### src/rtl/wb_register_file.sv
// Writeback stage and 32x32 architectural register file with write-through
// bypass to the two decode read ports, plus a committed-write counter.
module wb_register_file #(
    parameter logic [31:0] SP_INIT = 32'h0000_07FC
) (
    input  logic        clk,
    input  logic        reset,
    input  logic        i_reg_write,
    input  logic [1:0]  i_mem_to_reg,
    input  logic [4:0]  i_write_register,
    input  logic [31:0] i_result,
    input  logic [31:0] i_mem_read_data,
    input  logic [31:0] i_pc_4,
    input  logic [31:0] i_imm_ext_out,
    input  logic [4:0]  i_rs_addr,
    input  logic [4:0]  i_rt_addr,
    output logic [31:0] o_rs_data,
    output logic [31:0] o_rt_data,
    output logic [31:0] o_wb_data,
    output logic [31:0] o_wb_count
);

    logic [31:0] r_regs [32];
    logic [31:0] r_wb_count;
    logic [31:0] w_wb_data;
    logic        w_commit;

    // Index 0 reads as zero even when it matches a (discarded) write index.
    function automatic logic [31:0] read_port(
        input logic [4:0]  addr,
        input logic        commit,
        input logic [4:0]  waddr,
        input logic [31:0] wdata,
        input logic [31:0] stored
    );
        if (addr == 5'd0)
            return 32'd0;
        else if (commit && (waddr == addr))
            return wdata;
        else
            return stored;
    endfunction

    always_comb begin
        w_wb_data = i_result;
        unique case (i_mem_to_reg)
            2'd0: w_wb_data = i_result;
            2'd1: w_wb_data = i_mem_read_data;
            2'd2: w_wb_data = i_pc_4;
            2'd3: w_wb_data = i_imm_ext_out;
        endcase
    end

    // Reset gates the commit, which also disables the bypass while it is high.
    assign w_commit = i_reg_write && (i_write_register != 5'd0) && !reset;

    always_ff @(posedge clk) begin
        if (reset) begin
            for (int i = 0; i < 32; i++)
                r_regs[i] <= (i == 29) ? SP_INIT : 32'd0;
            r_wb_count <= 32'd0;
        end else if (w_commit) begin
            r_regs[i_write_register] <= w_wb_data;
            r_wb_count               <= r_wb_count + 32'd1;
        end
    end

    assign o_wb_data  = w_wb_data;
    assign o_wb_count = r_wb_count;
    assign o_rs_data  = read_port(i_rs_addr, w_commit, i_write_register, w_wb_data,
                                  r_regs[i_rs_addr]);
    assign o_rt_data  = read_port(i_rt_addr, w_commit, i_write_register, w_wb_data,
                                  r_regs[i_rt_addr]);

endmodule

### config.mk
export PLATFORM = sky130hd
export DESIGN_NAME = wb_register_file
export DESIGN_NICKNAME = d
export VERILOG_FILES = /design/src/rtl/wb_register_file.sv
export SDC_FILE = /design/constraint.sdc
export NUM_CORES = 2
export LEC_CHECK = 0
export CAP_MARGIN = 40
export CELL_PAD_IN_SITES_DETAIL_PLACEMENT = 0
export CELL_PAD_IN_SITES_GLOBAL_PLACEMENT = 1
export CORE_ASPECT_RATIO = 1.75
export CORE_MARGIN = 10
export CORE_UTILIZATION = 45
export CTS_CLUSTER_SIZE = 12
export DETAILED_ROUTE_END_ITERATION = 12
export PLACE_DENSITY = 0.81
export SYNTH_ARGS = -nofsm -noshare
export SYNTH_HDL_FRONTEND = slang
export SYNTH_SLANG_ARGS = --single-unit
### constraint.sdc
create_clock -name clk -period 2.8 [get_ports clk]
set_input_delay 0.56 -clock clk [delete_from_list [all_inputs] [get_ports clk]]
set_output_delay 0.56 -clock clk [all_outputs]
set_load 0.01 [all_outputs]
==> Flow_metrics.wiki <==
{| class="wikitable"
! Metric !! Value
|-
| Worst path setup slack after routing || -0.577 ns
|-
| Maximum number of pins on one net before global-route repair || 38
|-
| Switching Share || 0.262
|-
| Sequential element share of the synthesized area || 0.570
|-
| Fraction of layout cells with a size suffix above 1 || 0.403
|-
| Clock latency reported for the late side of the worst-skew pair || 0.75 ns
|-
| Number of warning messages in the yosys log || 0
|-
| Post-route total power || 38.6 mW
|-
| Half-perimeter wire length after placement || 143 mm
|-
| GRT Overall Usage || 0.305
|-
| Initial DRT Pass Iterations || 6
|-
| Buffers from clock root to sink, at most || 3
|-
| Die ar. || 137,000 um2
|-
| Outcome || finished, violations left
|-
| Post-synthesis async set-or-reset flop share || 0
|-
| Int Power || 28.5 mW
|-
| Clock H-tree levels || 3
|-
| Startpoint of the lowest-slack hold path || reset
|-
| Crit path DAT || 2.82 ns
|-
| CTS tree || built
|-
| Post-synthesis cell type count || 67
|-
| Power density of the placed cells || 539 nW/um2
|-
| Number of synthesized flops with an enable pin || 1,024
|-
| CTS hold repair buffers || 0
|-
| Post-route core utilization || 0.590
|-
| Master of the slowest instance on the critical path || sky130_fd_sc_hd__mux4_2
|-
| Global placement routability congestion || 0.913
|-
| Crit-path cells || mux4_2, mux4_2, o211ai_1, a21oi_2, buf_2
|-
| Per-instance average area after synthesis || 14.2 um2
|-
| Number of cells traversed by the worst register-to-register path || 5
|-
| Worst Setup SP || r_regs[19][23]
|-
| Number of remaining DRC errors || 0
|-
| Depth of the critical timing path with buffers and inverters included || 5
|-
| Final Skew || 0.0326 ns
|-
| Total negative slack || -19.89 ns
|-
| Placement Rows || 169
|-
| Final std cells w/o fill || 6,294
|-
| Endpoint type of the worst setup path || output port
|-
| Number of register bits inferred by synthesis || 1,056
|-
| Post-layout min period || 3.38 ns
|-
| Netlist area before placement || 55,000 um2
|-
| Tightest Hold Check Type || in -> reg
|-
| Initial antenna violation count || 5
|-
| Cell type with the largest total area after synthesis || sky130_fd_sc_hd__edfxtp_1
|-
| Worst slew margin relative to its limit || 0.391
|-
| Number of sinks on the clock net || 1,056
|-
| Core Region || 121,000 um2
|-
| Most repeated library cell on the critical path || sky130_fd_sc_hd__mux4_2
|-
| Logic gate share of total power || 0.187
|-
| Sort of element at the start of the critical path || flip-flop
|-
| Root Buffer Master || sky130_fd_sc_hd__clkbuf_16
|-
| Aggregate global routing overflow || 0
|-
| Critical-path maximum fanout || 2
|-
| Die boundary width || 284 um
|-
| Clock-pin slew on the worst setup and hold paths || 0.06 ns
|-
| Req. time, crit path || 2.24 ns
|-
| Top cells by area, synth || sky130_fd_sc_hd__edfxtp_1 (56%), sky130_fd_sc_hd__mux4_2 (23%), sky130_fd_sc_hd__nor2_1 (7.0%)
|-
| Port-buffer cells || 275
|-
| Initial standard-cell utilization of the core || 0.453
|-
| Wire length per cell after detailed routing || 34.1 um
|-
| Launching point of the worst reg2reg path || o_wb_count[7]
|-
| Gate Count Post-Synth || 3,885
|-
| Buf+Inv Stages, Crit Path || 1
|-
| Post-route clock period utilization || 1.21
|-
| Cell depth of the worst hold path || 3
|-
| Net total in the final layout || 4,778
|-
| Placed cell count || 6,029
|-
| Height of the die || 483 um
|-
| Iter 0 DRT Violations || 5,696
|-
| Maximum capacitance violations || 0
|-
| Maximum clock frequency || 0.296 GHz
|-
| Number of top-level design ports || 276
|-
| Predominant post-synthesis flop cell || sky130_fd_sc_hd__edfxtp_1
|-
| Post-detailed-route count of antenna-violating nets || 0
|-
| Total via count after detailed routing || 41,600
|-
| RSZ-0062 raised after global routing || yes
|-
| Sequential share of power || 0.483
|-
| Share of the synthesized area in the top cell type || 0.559
|-
| Number of hold violations in the final report || 0
|-
| Number of global-route vias before repair || 42,900
|-
| Layout overhead on the synthesized area || 30.2%
|-
| Wire length of the first global-routing pass || 299 mm
|-
| Final Routed Wirelength || 215 mm
|-
| Minimum setup slack among reg-to-reg paths || 0.54 ns
|-
| Violations in the final reports || setup timing
|-
| Worst Setup Slack post-DPL || -1.45 ns
|-
| Worst IR drop on VDD || 0.000492 V
|-
| Critical Setup Path Class || reg -> out
|-
| Via count normalized by instance count || 6.62
|-
| Measured slew at the worst slew-check pin || 0.906 ns
|-
| Max-slew violations || 0
|-
| Slowest Stage Delay on Critical Path || 0.52 ns
|-
| Delay-heaviest family, CP || multiplexers
|-
| Static leakage power || 26.2 nW
|-
| Total net switching power || 10.1 mW
|-
| Clock network power share || 0.330
|-
| Number of buffers created by CTS || 101
|-
| Finish-stage setup viols || 64
|}
timing repair:
item,in CTS,in global routing
setup endpoints to repair,78,78
buffers inserted,90,41
gates cloned,10,8
hold endpoints to repair,0,0
pin swaps,92,50
gates resized for setup,562,153
worst reg2reg max path, stage by stage, from the launching register on:
cell and delay [ns]:
sky130_fd_sc_hd__dfxtp_1 0.43, sky130_fd_sc_hd__and4_1 0.27, sky130_fd_sc_hd__nand3_1 0.28, sky130_fd_sc_hd__nor3_1 0.83, sky130_fd_sc_hd__a31o_2 0.27, sky130_fd_sc_hd__a21oi_1 0.05
per-stage QoR:
step           hold slack, ns  cell area, um2
2_1_floorplan           0.504           55400
3_3_place_gp            0.488           66100
3_5_place_dp            0.497           66100
4_1_cts                 0.315           70700
5_1_grt                 0.361           71600
6_report                0.342           71600
cell usage after synthesis (4+ instances only):
cell and n:
sky130_fd_sc_hd__a211oi_1 52, sky130_fd_sc_hd__a21oi_1 15, sky130_fd_sc_hd__a22oi_1 126, sky130_fd_sc_hd__a31oi_1 4, sky130_fd_sc_hd__a32o_1 5, sky130_fd_sc_hd__and3_1 10, sky130_fd_sc_hd__and3b_1 7, sky130_fd_sc_hd__and4_1 5
sky130_fd_sc_hd__buf_1 17, sky130_fd_sc_hd__buf_2 90, sky130_fd_sc_hd__buf_4 17, sky130_fd_sc_hd__buf_6 11, sky130_fd_sc_hd__clkbuf_1 280, sky130_fd_sc_hd__dfxtp_1 32, sky130_fd_sc_hd__edfxtp_1 1024, sky130_fd_sc_hd__inv_1 45
sky130_fd_sc_hd__mux2_2 45, sky130_fd_sc_hd__mux2i_1 56, sky130_fd_sc_hd__mux4_2 551, sky130_fd_sc_hd__nand2_1 162, sky130_fd_sc_hd__nand2b_1 39, sky130_fd_sc_hd__nand3_1 11, sky130_fd_sc_hd__nand3b_1 8, sky130_fd_sc_hd__nand4_1 6
sky130_fd_sc_hd__nor2_1 1019, sky130_fd_sc_hd__nor2b_1 12, sky130_fd_sc_hd__nor3_1 14, sky130_fd_sc_hd__nor3b_1 8, sky130_fd_sc_hd__nor4_1 16, sky130_fd_sc_hd__o211ai_1 4, sky130_fd_sc_hd__o21ai_0 40, sky130_fd_sc_hd__o21ai_1 32
sky130_fd_sc_hd__o22ai_1 28, sky130_fd_sc_hd__o32ai_2 5, sky130_fd_sc_hd__or3_1 13, sky130_fd_sc_hd__or3b_2 4, sky130_fd_sc_hd__xnor2_1 22, sky130_fd_sc_hd__xor2_1 8
final timing paths:
path	to
worst min register to register	o_wb_count[24]
worst max-delay path	o_rs_data[23]
worst max register to register	o_wb_count[27]
worst min-delay path	o_wb_count[18]
cells by family (layout without fill, tap and decap cells):
| kind of cell | Yosys count | after routing | synth area share |
|---|---|---|---|
| adder cells (fa/ha/maj) | 1 | 1 | 0.000227 |
| AND/OR/NAND/NOR | 1348 | 1348 | 0.101 |
| buffers and inverters | 461 | 1212 | 0.0362 |
| AO/OA/AOI/OAI | 336 | 336 | 0.0429 |
| multiplexers | 652 | 652 | 0.245 |
| XOR/XNOR | 30 | 30 | 0.00477 |
| flip-flops | 1056 | 1056 | 0.570 |
| other | 1 | 35 | 0.0000681 |
layer usage:
metal | track usage | wire length, um | vias up
li1 | - | - | 16300
met1 | 0.333 | 64800 | 20800
met2 | 0.505 | 104000 | 3549
met3 | 0.0937 | 28700 | 983
met4 | 0.214 | 17500 | 6
met5 | 0 | 34 | -
power groups by stage:
stage / registers [mW] / clock network (mW) / logic (mW)
after floorplan: 18.8 / 0 / 3.37
after CTS: 18.6 / 12.8 / 6.92
after detailed placement: 18.9 / 0 / 6.61
after global routing: 18.7 / 13.4 / 7.43
final: 18.6 / 12.8 / 7.22
after global placement: 18.8 / 0 / 6.55
final cells by class:
cell class              count  area (um2)
diodes                      3        7.51
multi-input cells        2399       23500
fillers                  9183       49700
repair buffers           1026       11700
inverters                  45         169
clock inverters            15        86.3
well taps                1624        2030
flip-flops and latches   1056       31400
clock buffers             126        2750
registers in the layout, summed over array words and instances, names as in the netlist:
signal,cells
r_regs,1024
o_wb_count,32
layout by cell type, fill, tap and decap left out, drive strengths merged, types with 45 or more instances in the layout:
cell type      count
edfxtp          1024
nor2            1019
buf              821
mux4             551
clkdlybuf4s50    174
nand2            162
clkbuf           135
a22oi            126
o21ai             73
mux2i             56
a211oi            52
inv               48
mux2              45
No activity file was read; power rests on OpenSTA's default activity.
